--- config.mk ---
export PLATFORM = sky130hd
export DESIGN_NAME = fifo_uart_tx
export DESIGN_NICKNAME = d
export VERILOG_FILES = /design/src/rtl/fifo_uart_tx.sv
export SDC_FILE = /design/constraint.sdc
export NUM_CORES = 1
export LEC_CHECK = 0
export BUFFER_PORTS_ARGS = -buffer_cell sky130_fd_sc_hd__buf_4
export CAP_MARGIN = 20
export CELL_PAD_IN_SITES_DETAIL_PLACEMENT = 1
export CELL_PAD_IN_SITES_GLOBAL_PLACEMENT = 1
export CORE_MARGIN = 8
export CORE_UTILIZATION = 45
export CTS_BUF_LIST = sky130_fd_sc_hd__clkbuf_8
export CTS_CLUSTER_SIZE = 16
export DETAILED_ROUTE_END_ITERATION = 8
export PLACE_DENSITY = 0.91
export SYNTH_ARGS = -nofsm -noshare
export SYNTH_HDL_FRONTEND = slang
export SYNTH_SLANG_ARGS = --single-unit
--- constraint.sdc ---
create_clock -name clk -period 2.5 [get_ports clk]
set_input_delay 0.25 -clock clk [delete_from_list [all_inputs] [get_ports clk]]
set_output_delay 0.25 -clock clk [all_outputs]
set_load 0.02 [all_outputs]
--- src/rtl/fifo_uart_tx.sv ---
// Pops words from a show-ahead FIFO and serialises each as start, data (LSB first), optional parity, stop bits.
// Define FIFO_UART_TX_PARITY_EN to insert an even-parity bit between data and stop.
module fifo_uart_tx #(
  parameter int unsigned DATA_WIDTH   = 8,
  parameter int unsigned CLKS_PER_BIT = 16,
  parameter int unsigned STOP_BITS    = 1
) (
  input  logic                  clk,
  input  logic                  reset,
  input  logic                  enable,
  input  logic [DATA_WIDTH-1:0] fifo_data,
  input  logic                  fifo_val,
  output logic                  fifo_read,
  output logic                  txd,
  output logic                  busy,
  output logic                  done
);

  localparam int unsigned BAUD_W = $clog2(CLKS_PER_BIT);
  localparam int unsigned BIT_W  = $clog2(DATA_WIDTH + 1);

  localparam logic [BAUD_W-1:0] BAUD_LAST = BAUD_W'(CLKS_PER_BIT - 1);
  localparam logic [BIT_W-1:0]  DATA_LAST = BIT_W'(DATA_WIDTH - 1);
  localparam logic [BIT_W-1:0]  STOP_LAST = BIT_W'(STOP_BITS - 1);

  typedef enum logic [2:0] {
    S_IDLE,
    S_START,
    S_DATA,
`ifdef FIFO_UART_TX_PARITY_EN
    S_PARITY,
`endif
    S_STOP
  } state_t;

  state_t                r_state, w_state_nxt;
  logic [BAUD_W-1:0]     r_baud, w_baud_nxt;
  logic [BIT_W-1:0]      r_bit, w_bit_nxt;
  logic [DATA_WIDTH-1:0] r_shift, w_shift_nxt;
  logic                  r_txd, w_txd_nxt;
  logic                  r_busy, w_busy_nxt;
  logic                  r_done, w_done_nxt;
`ifdef FIFO_UART_TX_PARITY_EN
  logic                  r_parity, w_parity_nxt;
`endif

  logic w_baud_last;
  logic w_stop_end;

  assign w_baud_last = (r_baud == BAUD_LAST);
  assign w_stop_end  = (r_state == S_STOP) && w_baud_last && (r_bit == STOP_LAST);

  // Pop only when idle or in the final stop cycle, so consecutive frames abut
  assign fifo_read = fifo_val & enable & reset & ((r_state == S_IDLE) | w_stop_end);

  assign txd  = r_txd;
  assign busy = r_busy;
  assign done = r_done;

  always_comb begin
    w_state_nxt = r_state;
    w_baud_nxt  = w_baud_last ? '0 : r_baud + 1'b1;
    w_bit_nxt   = r_bit;
    w_shift_nxt = r_shift;
`ifdef FIFO_UART_TX_PARITY_EN
    w_parity_nxt = r_parity;
`endif
    w_txd_nxt   = 1'b1;
    w_busy_nxt  = 1'b0;
    w_done_nxt  = 1'b0;

    case (r_state)
      S_IDLE: begin
        w_baud_nxt = '0;
        w_bit_nxt  = '0;
      end
      S_START: begin
        if (w_baud_last) begin
          w_state_nxt = S_DATA;
          w_bit_nxt   = '0;
        end
      end
      S_DATA: begin
        if (w_baud_last) begin
          w_shift_nxt = r_shift >> 1;
          if (r_bit == DATA_LAST) begin
            w_bit_nxt = '0;
`ifdef FIFO_UART_TX_PARITY_EN
            w_state_nxt = S_PARITY;
`else
            w_state_nxt = S_STOP;
`endif
          end else begin
            w_bit_nxt = r_bit + 1'b1;
          end
        end
      end
`ifdef FIFO_UART_TX_PARITY_EN
      S_PARITY: begin
        if (w_baud_last) begin
          w_state_nxt = S_STOP;
          w_bit_nxt   = '0;
        end
      end
`endif
      S_STOP: begin
        if (w_baud_last) begin
          if (r_bit == STOP_LAST) w_state_nxt = S_IDLE;
          else                    w_bit_nxt   = r_bit + 1'b1;
        end
      end
      default: w_state_nxt = S_IDLE;
    endcase

    if (fifo_read) begin
      w_state_nxt = S_START;
      w_shift_nxt = fifo_data;
      w_baud_nxt  = '0;
      w_bit_nxt   = '0;
`ifdef FIFO_UART_TX_PARITY_EN
      w_parity_nxt = ^fifo_data;
`endif
    end

    // Line level and flags are registered from the upcoming state
    case (w_state_nxt)
      S_START:  w_txd_nxt = 1'b0;
      S_DATA:   w_txd_nxt = w_shift_nxt[0];
`ifdef FIFO_UART_TX_PARITY_EN
      S_PARITY: w_txd_nxt = w_parity_nxt;
`endif
      default:  w_txd_nxt = 1'b1;
    endcase
    w_busy_nxt = (w_state_nxt != S_IDLE);
    w_done_nxt = (w_state_nxt == S_STOP) && (w_baud_nxt == BAUD_LAST) && (w_bit_nxt == STOP_LAST);
  end

  always_ff @(posedge clk) begin
    if (!reset) begin
      r_state <= S_IDLE;
      r_baud  <= '0;
      r_bit   <= '0;
      r_shift <= '0;
      r_txd   <= 1'b1;
      r_busy  <= 1'b0;
      r_done  <= 1'b0;
`ifdef FIFO_UART_TX_PARITY_EN
      r_parity <= 1'b0;
`endif
    end else begin
      r_state <= w_state_nxt;
      r_baud  <= w_baud_nxt;
      r_bit   <= w_bit_nxt;
      r_shift <= w_shift_nxt;
      r_txd   <= w_txd_nxt;
      r_busy  <= w_busy_nxt;
      r_done  <= w_done_nxt;
`ifdef FIFO_UART_TX_PARITY_EN
      r_parity <= w_parity_nxt;
`endif
    end
  end

endmodule
======== After elaboration in Yosys (flattened, before gate mapping) ========
Index checks and enable logic that the tools add are counted.
operators by class
  $add $sub $neg .......................... 2
  equal/unequal tests ..................... 9
  mux-type cells .......................... 21
  bitwise logic cells ..................... 4
  reduce and logical (&&, ||, !) cells .... 11
operator list
  kind                 count
  $mux 4               9
  $mux 8               3
  $mux 3               6
  $pmux 4 s4           1
  $eq 3x2->1 const B   4
  $pmux 3 s4           1
  $add 4x1->4 const B  2
  $eq 4x4->1 const B   2
  $logic_not 4->1      2
  $eq 3x1->1 const B   2
  $eq 4x3->1 const B   1
  $logic_and 1x1->1    4
  $reduce_bool 2->1    2
  $and 1x1->1          3
  $logic_not 3->1      1
  $reduce_bool 3->1    1
  $pmux 1 s2           1
  $reduce_and 2->1     1
  $or 1x1->1           1
storage, ports and cells
  flip-flop bits (word level) ............. 22
  output and inout port bits .............. 4
  word-level logic and storage cells ...... 55

======== Depth between registers and ports, before layout ========
Gate-level depths: netlist of the first run.
  word-level depth ........................ 9
  gate-level depth with buffers ........... 9
  mapped depth without buffers ............ 8

======== Least setup slack after synthesis of the first run ========
No wires, ideal clock.
  path kind ............................... register to register
  start ................................... reg r_baud[0]
  end ..................................... reg r_shift[0]
  arrival ................................. 1962 ps
  path slack .............................. 422 ps
  cell stages (with the launch flop) ...... 8
  buffers on the path ..................... 2
  path through ............................ dfxtp_1 -> ha_1 -> nand3_4 -> o31a_2 -> or3b_1 -> clkbuf_2 -> buf_6 -> o211a_1
between the ends
  longest elaborated chain between the ends .. 6
  elaborated cells between the ends (all ways) .. 8
  those cells by class .................... eq/ne: 1; mux: 3; bitwise: 2; reduce/logical: 2
RTL lines
  element                         line  source
  start: declaration              37    logic [BAUD_W-1:0] r_baud, w_baud_nxt;
  start signal: assignment        152   r_baud <= w_baud_nxt;
  $eq 4x4->1 *                    50    assign w_baud_last = (r_baud == BAUD_LAST);
  $logic_and 1x1->1 (2 in a row)  51    assign w_stop_end = (r_state == S_STOP) && w_baud_last && (r_bit == STOP_LAST);
  $or 1x1->1                      54    assign fifo_read = fifo_val & enable & reset & ((r_state == S_IDLE) | w_stop_end);
  $and 1x1->1                     54
  $mux 8 *                        115   if (fifo_read) begin
  end signal: assignment          154   r_shift <= w_shift_nxt;
  end: declaration                39    logic [DATA_WIDTH-1:0] r_shift, w_shift_nxt;
Mark *: on every way between the ends. The rest lies on a longest branch, timed or not. The select of a mux whose other input is x is not followed.
A chain may end at the register's enable or synchronous reset.

======== Worst setup path after layout of the first run ========
  start ................................... reg r_bit[0]
  end ..................................... out fifo_read
between the ends
  longest elaborated chain between the ends .. 4
RTL lines
  element                   line  source
  start: declaration        38    logic [BIT_W-1:0] r_bit, w_bit_nxt;
  start signal: assignment  153   r_bit <= w_bit_nxt;
  $logic_not 4->1           51
  $logic_and 1x1->1         51
  $or 1x1->1                54
  $and 1x1->1               54
  end: declaration          13    output logic fifo_read,
No other way between the ends.

==> results of run 1 <==
[worst max-delay path: stages, from the launching register on]
cell       delay, ps
dfxtp_1          370
inv_1            100
ha_1             210
nand4bb_1        180
o31a_2           340
or3b_4           430
inv_2            100
buf_4            140
[through the flow]
stage	util	setup WS, ps	cells
floorplan	-	422	129
global route	0.549	13.2	173
CTS	0.538	26.7	171
finish	0.549	129	173
global placement	0.521	370	168
detailed placement	0.521	265	168
[cells in the final DEF, fill, tap and decap left out, types with 2 or more instances in the layout]
cell type  Yosys  final
nor2b_1        2      2
inv_1          6      6
a21oi_1        8      8
ha_1           3      2
nand2b_1       3      3
buf_4          2     19
and3_1         2      2
nor3b_1        3      3
nor2_1         5      5
nand3b_1       3      3
nor4_1         2      2
or3_1          3      3
dfxtp_1       22     22
clkbuf_8       0      3
mux2i_1        7      7
o211a_1        7      7
o21a_1         3      3
nand2_1       13     13
nor3_1         4      4
[area by class of cell]
type | count | share of cell area
Multi-Input combinational cell | 92 | 0.499
Sequential cell | 22 | 0.321
Timing Repair Buffer | 19 | 0.104
Clock buffer | 3 | 0.0301
Tap cell | 30 | 0.0273
Inverter | 7 | 0.0191
[layer usage]
metal | track usage | wire length [µm] | part of all wire
met5 | 0 | 0 | 0
met2 | 0.243 | 1620 | 0.50
met3 | 0.0331 | 114 | 0.036
met4 | 0.0548 | 64 | 0.020
met1 | 0.172 | 1410 | 0.44
[worst paths after layout]
check	start	to	slack [ps]	cells after the start
min	fifo_data[5]	r_shift[5]	230	2
min reg2reg	r_bit[1]	r_bit[1]	530	2
max reg2reg	r_bit[0]	txd	350	7
max	r_bit[0]	fifo_read	130	7
[cell families (layout without fill, tap and decap cells)]
kind of cell             after synthesis  in the layout  share of synthesized area
XOR/XNOR                               1              1                    0.00731
AO/OA/AOI/OAI                         30             30                      0.212
buffers and inverters                 15             29                     0.0741
AND/OR/NAND/NOR                       50             50                      0.246
other                                  1              1                    0.00313
flip-flops                            22             22                      0.367
multiplexers                           7              7                     0.0585
adder cells (fa/ha/maj)                3              3                     0.0313
[state kept, by name, summed over array words and instances, names as in the netlist]
name / count
r_shift: 8
r_baud: 4
r_bit: 4
r_state: 3
busy: 1
done: 1
txd: 1
[repair_timing]
item                       in CTS  in global routing
gates cloned                    0                  0
setup endpoints to repair       1                  1
buffers inserted                0                  2
resized for setup               1                  2
[where the power goes]
part	switching, mW	leakage [nW]	internal, mW
combinational	0.0274	0.446	0.0294
clock	0.107	0.0216	0.107
sequential	0.00924	0.179	0.359
==> results.md, run 1 <==
* Initial core utilization at 0.479
* Cell taking the most area after synthesis: dfxtp_1
* DRT antenna net count at 0
* Mapped cell area at 1200 µm²
* Instance area after placement at 1300 µm²
* Post-synth EDFFs at 0
* Routed vias/inst at 6.08
* Run status: finished, final reports clean
* First-pass GRT wire length at 5080 µm
* Syn nets at 144
* CTS tree: yes
* Root buf cell: clkbuf_8
* Worst hold path class: in -> reg
* Tot Pwr at 0.639 mW
* Fillers at 285
* Sequential area share after synthesis at 0.367
* IO buf count at 15
* Clk_skew at 2.36 ps
* Layout cells sized above 1 at 0.238
* Width of the die at 67.6 µm
* Vias at 1051
* Wire per inst at 18.5 µm
* Synth Warn # at 0
* Min Tclk post-route at 2370 ps
* Crit-path max FO at 6
* Synth area leaders: dfxtp_1 (37%), mux2i_1 (5.8%), o211a_1 (5.8%)
* Total grt overflow at 0
* Initial antenna violation count at 0
* Endpoints failing setup at 0
* Fmax at 0.422 GHz
* Die area at 4570 µm²
* Max-slew headroom at 0.597
* Most numerous cell in the Yosys netlist: dfxtp_1
* Startpoint types: flop
* # nets final at 160
* CP required at 2250 ps
* Detail Placement HPWL at 2320 µm
* Area Overhead vs Synth at 14.5%
* Top cells by count, synth: dfxtp_1 (22), nand2_1 (13), a21oi_1 (8)
* CTS H-Tree Depth at 1
* Io pins at 16
* Hold-fix buffer count after cts at 0
* Synth Instances at 129
* Vias in the first global route at 1101
* WP data arrival at 2120 ps
* Critical path endpoint category: output port
* Core box area at 2500 µm²
* Synthesized flop and latch total at 22
* CP Class: reg -> out
* Rows at 18
* RSZ-0062 raised after global routing: false
* Maximum vdd ir drop at 352 µV
* Ys async rst share at 0
* DR iter-0 viols at 24
* Lkg Pwr at 0.646 nW
* Pin count of the biggest net entering global routing at 15
* CTS Buffer Depth at 2
* Power Density at 466 nW/µm²
* Design area at 1370 µm²
* Total Neg Setup Slack at 0 ps
* Distinct cells, synth at 47
* DRT Pass-1 Iters at 4
* Post-Route WL at 3210 µm
* Final hold violations at 0
* CTS clk-pin slew, worst paths at 70 ps
* GRT Total Usage at 0.144
* Fin crit share at 0.949
* Seq. cell area at 440 µm²
* Avg Inst Size Synth at 9.29 µm²
* Max_cap viols at 0
* Worst Hold Slack at 231 ps
* CTS Buf Count at 3
* Area share of the largest cell type after synthesis at 0.367
* Gpl congestion at 0.817
* Most used DFF post-synth: dfxtp_1
* Die height at 67.6 µm
* Clk Latency, worst-skew pair at 260 ps
* Clk sinks at 22
* Footprint of the multi-input gates at 684 µm²
* Least-Margin Pin Slew at 598 ps
* DRC viols at 0
* Fin. max-slew vios at 0
* Antenna diodes at 0
(Power assumes the default switching activity.)
==> run 2: changes to the inputs <==
--- a/config.mk
+++ b/config.mk
@@ -15,6 +15,7 @@
 export CTS_CLUSTER_SIZE = 16
 export DETAILED_ROUTE_END_ITERATION = 8
 export PLACE_DENSITY = 0.91
+export RECOVER_POWER = 100
 export SYNTH_ARGS = -nofsm -noshare
 export SYNTH_HDL_FRONTEND = slang
 export SYNTH_SLANG_ARGS = --single-unit
==> results.md, run 2 (synthesis gave the netlist of run 1 again) <==
* Fmax at 0.421 GHz (about the same)
* Die area at 4570 µm² (unchanged)
* Initial antenna violation count at 0 (unchanged)
* # nets final at 160 (unchanged)
* DRC viols at 0 (unchanged)
* Power Density at 471 nW/µm² (+1.3%)
* Run status: finished, final reports clean
* Rows at 18 (unchanged)
* Hold Path Depth at 2 (unchanged)
* Width of the die at 67.6 µm (unchanged)
* CP required at 2250 ps (about the same)
* Final hold violations at 0 (unchanged)
* WP data arrival at 2120 ps (about the same)
* First-pass GRT wire length at 5080 µm (unchanged)
* Crit path largest cell delay at 430 ps (about the same)
* CTS H-Tree Depth at 1 (unchanged)
* CTS tree: yes
* Max-slew headroom at 0.582 (-0.0147)
* DRT Pass-1 Iters at 4 (unchanged)
* Fin crit share at 0.949 (about the same)
* Worst hold path class: in -> reg
* Wire per inst at 18.6 µm (+0.37%)
* Startpoint types: flop
* DRT antenna net count at 0 (unchanged)
* CTS Buf Count at 3 (unchanged)
* Total grt overflow at 0 (unchanged)
* Min-Delay Endpoint: r_shift[5]
* Hold-fix buffer count after cts at 0 (unchanged)
* Initial core utilization at 0.479 (unchanged)
* Hold Crit Start: fifo_data[5]
* Total Neg Setup Slack at 0 ps (unchanged)
* Maximum vdd ir drop at 355 µV (+0.86%)
* Highest-count cells in the layout ignoring fill and taps: dfxtp_1 (22), buf_4 (14), nand2_1 (13), a21oi_1 (8)
* Antenna diodes at 0 (unchanged)
* Fin. max-slew vios at 0 (unchanged)
* Io pins at 16 (unchanged)
* Largest Register: r_shift
* Gpl congestion at 0.817 (unchanged)
* Crit path cell chain: inv_1 -> ha_1 -> nand4bb_1 -> o31a_2 -> or3b_4 -> inv_2 -> buf_4
* CP Buf/Inv Count at 3 (unchanged)
* Worst Hold Slack at 229 ps (-1.74 ps)
* Clk sinks at 22 (unchanged)
* Post-Route WL at 3220 µm (+0.37%)
* CTS Buffer Depth at 2 (unchanged)
* Worst reg2reg path depth at 7 (unchanged)
* Min Tclk post-route at 2370 ps (+1.91 ps)
* Max_cap viols at 0 (unchanged)
* Die height at 67.6 µm (unchanged)
* IO buf count at 15 (unchanged)
* Endpoints failing setup at 0 (unchanged)
* R2R Path End: r_shift[3]
* GRT Total Usage at 0.144 (unchanged)
* Critical path's slowest cell: or3b_4
* Critical path endpoint category: output port
* Max FFs per register at 8 (unchanged)
* Vias at 1052 (+0.095%)
* DR iter-0 viols at 23 (-4.2%)
* RSZ-0062 raised after global routing: false
* Lkg Pwr at 0.634 nW (-1.8%)
* Final core utilization at 0.544 (-0.00550)
* CP delay by family, top: simple AND/OR/NAND/NOR gates
* Clk Latency, worst-skew pair at 260 ps (about the same)
* Root buf cell: clkbuf_8
* Area Overhead vs Synth at 13.4%
* Core box area at 2500 µm² (unchanged)
* Leading cell type in the layout, fill and taps excluded: dfxtp_1
* Pin count of the biggest net entering global routing at 15 (unchanged)
* Top Registers: r_shift x8, r_baud x4, r_bit x4
* CP Class: reg -> out
* Tot Pwr at 0.641 mW (+0.24%)
* Vias in the first global route at 1101 (unchanged)
* Clk_skew at 2.24 ps (-0.123 ps)
* CTS clk-pin slew, worst paths at 80 ps (about the same)
* Flop2flop setup slack at 310 ps (-40 ps)
* Layout cells sized above 1 at 0.217 (-0.0210)
* Crit-path max FO at 6 (unchanged)
* Least-Margin Pin Slew at 620 ps (+21.8 ps)
* RR Startpoint: r_bit[0]
* Detail Placement HPWL at 2320 µm (unchanged)
* Routed vias/inst at 6.08 (about the same)
run 2: changes by cell type in the layout (fill, tap and decap cells not counted):
cell / before / now
buf_4: 19 / 14
clkbuf_1: 0 / 3
clkbuf_2: 0 / 1
clkbuf_4: 0 / 1
run 2: power by group:
group	switching (mW)	internal [mW]	total, mW	leakage [nW]
Combinational	0.0274	0.0283	0.0557	0.434
Clock	0.110	0.107	0.217	0.0216
Sequential	0.00916	0.359	0.368	0.179
Total	0.146	0.494	0.641	0.634
run 2: worst max path at each step:
| stage | startpoint | endpoint | slack (ps) | cells after the start |
|---|---|---|---|---|
| final | r_bit[0] | fifo_read | 130 | 7 |
| after global routing | r_bit[0] | fifo_read | 20 | 7 |
| after CTS | r_bit[0] | fifo_read | 30 | 7 |
| after detailed placement | r_baud[0] | r_shift[2] | 260 | 6 |
| after global placement | r_baud[0] | r_shift[6] | 370 | 6 |
| after floorplan | r_baud[0] | r_shift[0] | 420 | 7 |
run 2: layout make-up:
| class | instances | area, µm² |
|---|---|---|
| clock buffers | 3 | 41.3 |
| fillers | 288 | 1140 |
| inverters | 7 | 26.3 |
| multi-input cells | 92 | 684 |
| flip-flops and latches | 22 | 440 |
| well taps | 30 | 37.5 |
| repair buffers | 19 | 129 |
run 2: what timing repair did:
action,CTS,global route
resized for setup,1,2
pin swaps,0,0
endpoints found under the setup margin,1,1
cloned,0,0
buffers inserted,0,2
run 2: per-layer routing:
metal,wire [µm],vias to the layer above,global-route usage
met3,124,10,0.0331
li1,-,496,-
met4,70,0,0.0548
met1,1420,513,0.172
met2,1600,33,0.243
met5,0,-,0
run 2: per-stage QoR:
| stage | cell area, µm² | setup WS (ps) | instances |
|---|---|---|---|
| finish | 1360 | 127 | 173 |
| CTS | 1350 | 26.7 | 171 |
| detailed placement | 1300 | 265 | 168 |
| global placement | 1300 | 370 | 168 |
| global route | 1360 | 16.0 | 173 |
| floorplan | 1200 | 422 | 129 |
==> run 3: changes to the inputs <==
--- a/config.mk
+++ b/config.mk
@@ -10,11 +10,10 @@
 export CELL_PAD_IN_SITES_DETAIL_PLACEMENT = 1
 export CELL_PAD_IN_SITES_GLOBAL_PLACEMENT = 1
 export CORE_MARGIN = 8
-export CORE_UTILIZATION = 45
-export CTS_BUF_LIST = sky130_fd_sc_hd__clkbuf_8
+export CORE_UTILIZATION = 42
 export CTS_CLUSTER_SIZE = 16
 export DETAILED_ROUTE_END_ITERATION = 8
-export PLACE_DENSITY = 0.91
+export PLACE_DENSITY = 0.86
 export RECOVER_POWER = 100
 export SYNTH_ARGS = -nofsm -noshare
 export SYNTH_HDL_FRONTEND = slang
==> results.md, run 3 (synthesis gave the netlist of run 1 again) <==
* Run status: finished, final reports clean
* CTS Buf Count at 3 (unchanged)
* DR iter-0 viols at 18 (-22%)
* CP Class: reg -> out
* Int Power at 0.444 mW (-10%)
* Switching power at 0.139 mW (-5.1%)
* Antenna diodes at 0 (unchanged)
* DRT antenna net count at 0 (unchanged)
* Clk_skew at 2.40 ps (+0.157 ps)
* Clk Latency, worst-skew pair at 310 ps (+50 ps)
* Setup WS post-layout at 23.2 ps (-104 ps)
* Worst reg2reg path depth at 7 (unchanged)
* CP Buf/Inv Count at 3 (unchanged)
* IO buf count at 15 (unchanged)
* Sw frac at 0.238 (+0.00987)
* Power Density at 432 nW/µm² (-8.5%)
* Detail Placement HPWL at 2140 µm (-7.7%)
* Initial antenna violation count at 0 (unchanged)
* DRC viols at 0 (unchanged)
* Area Overhead vs Synth at 12.6%
* Highest-count cells in the layout ignoring fill and taps: dfxtp_1 (19), buf_4 (16), nand2_1 (13), a21oi_1 (8)
* Clock power share at 0.277 (-0.062)
* Place WS at 209 ps (-55.5 ps)
* Tot Pwr at 0.583 mW (-9.1%)
* DRT Pass-1 Iters at 4 (unchanged)
* Wire per inst at 16.3 µm (-12%)
* Critical path's slowest cell: or3b_4
* Max-slew headroom at 0.639 (+0.0570)
* Max FFs per register at 8 (unchanged)
* Crit path cell chain: inv_1 -> ha_2 -> nand4bb_1 -> o31a_2 -> or3b_4 -> inv_2 -> buf_4
* Post-Route WL at 2840 µm (-12%)
* Worst Hold Slack at 170 ps (-59.5 ps)
* Initial core utilization at 0.438 (-0.0410)
* Hold-fix buffer count after cts at 0 (unchanged)
* Startpoint types: flop
* Fin. max-slew vios at 0 (unchanged)
* CP required at 2250 ps (about the same)
* # nets final at 160 (unchanged)
* Fin crit share at 0.991 (+0.0414)
* Total grt overflow at 0 (unchanged)
* CTS tree: yes
* First-pass GRT wire length at 4870 µm (-4.1%)
* Worst path depth at 7 (unchanged)
* CTS Buffer Depth at 2 (unchanged)
* GRT Total Usage at 0.117 (-0.0264)
* Lkg Pwr at 0.628 nW (-0.91%)
* Leading cell type in the layout, fill and taps excluded: dfxtp_1
* Flop pwr share at 0.630 (+0.056)
* Least-Margin Pin Slew at 535 ps (-84.7 ps)
* Min Tclk post-route at 2480 ps (+104 ps)
* Vias at 1018 (-3.2%)
* Hold Path Depth at 2 (unchanged)
* Maximum vdd ir drop at 338 µV (-4.8%)
* CTS clk-pin slew, worst paths at 110 ps (+30 ps)
* Total Neg Setup Slack at 0 ps (unchanged)
* Top Registers: r_shift x8, r_baud x4, r_bit x4
* CTS H-Tree Depth at 1 (unchanged)
* Crit path largest cell delay at 450 ps (+20 ps)
* Max_cap viols at 0 (unchanged)
* Vias in the first global route at 1046 (-5.0%)
* Fmax at 0.404 GHz (-4.2%)
* Layout cells sized above 1 at 0.245 (+0.0280)
* Largest Register: r_shift
* Instance area after placement at 1310 µm² (+0.67%)
* Root buf cell: clkbuf_4
* Final hold violations at 0 (unchanged)
* Die area at 4820 µm² (+5.4%)
* WP data arrival at 2230 ps (+110 ps)
* Pin count of the biggest net entering global routing at 15 (unchanged)
* Crit-path max FO at 7 (+1)
* Io pins at 16 (unchanged)
* Gpl congestion at 0.894 (+9.4%)
* Critical path endpoint category: output port
* Endpoints failing setup at 0 (unchanged)
* Die height at 69.4 µm (+2.7%)
* Worst hold path class: in -> reg
* Core box area at 2730 µm² (+9.4%)
* Clk sinks at 22 (unchanged)
* CP delay by family, top: simple AND/OR/NAND/NOR gates
* Routed vias/inst at 5.85 (-3.8%)
* Combinational share of power at 0.093 (+0.006)
* Rows at 19 (+1)
* Design area at 1350 µm² (-0.64%)
* Width of the die at 69.4 µm (+2.7%)
## run 3: metrics by stage
stage / instances / utilization
floorplan: 129 / -
global placement: 170 / 0.479
detailed placement: 170 / 0.479
CTS: 173 / 0.489
global route: 174 / 0.494
finish: 174 / 0.494
## run 3: layer usage
metal  share of wire  vias to the layer above  wire length (µm)  global-route usage
met3           0.030                        6                86              0.0215
met4           0.015                        0                42              0.0410
met1            0.46                      499              1320               0.141
met5               0                        -                 0                   0
li1                -                      496                 -                   -
met2            0.49                       17              1390               0.201
## run 3: worst register-to-register path, delay by kind of cell (launching register included)
kind | cells | cell delay [ps]
flops | 1 | 370
simple gates | 2 | 660
compound gates | 2 | 570
buf+inv | 2 | 280
fa+ha+maj | 1 | 210
## run 3: path summary, 6_finish.rpt
path | from | endpoint | slack (ps)
worst min-delay path | fifo_data[5] | r_shift[5] | 170
worst min register to register | r_bit[1] | r_bit[1] | 500
worst max-delay path | r_bit[0] | fifo_read | 20
worst max register to register | r_bit[0] | r_shift[4] | 320
## run 3: power groups by stage
stage | Clock (mW) | Sequential (mW) | Combinational (mW)
6_report | 0.161 | 0.367 | 0.0541
5_1_grt | 0.175 | 0.369 | 0.0606
4_1_cts | 0.167 | 0.366 | 0.0537
3_5_place_dp | 0 | 0.374 | 0.0521
3_3_place_gp | 0 | 0.373 | 0.0498
2_1_floorplan | 0 | 0.373 | 0.0312
## run 3: timing repair
item | in CTS | in global routing
gates resized for setup | 2 | 5
setup endpoints to repair | 1 | 1
setup buffers | 0 | 1
pin swaps | 0 | 0
hold endpoints to repair | 0 | 0
cloned | 0 | 0
## run 3: layout make-up
cell class,instances,area [µm²]
fill,318,1380
multi-input combinational,92,687
sequential,22,444
timing repair buffer,19,131
tap,31,38.8
inverter,7,26.3
clock buffer,3,22.5
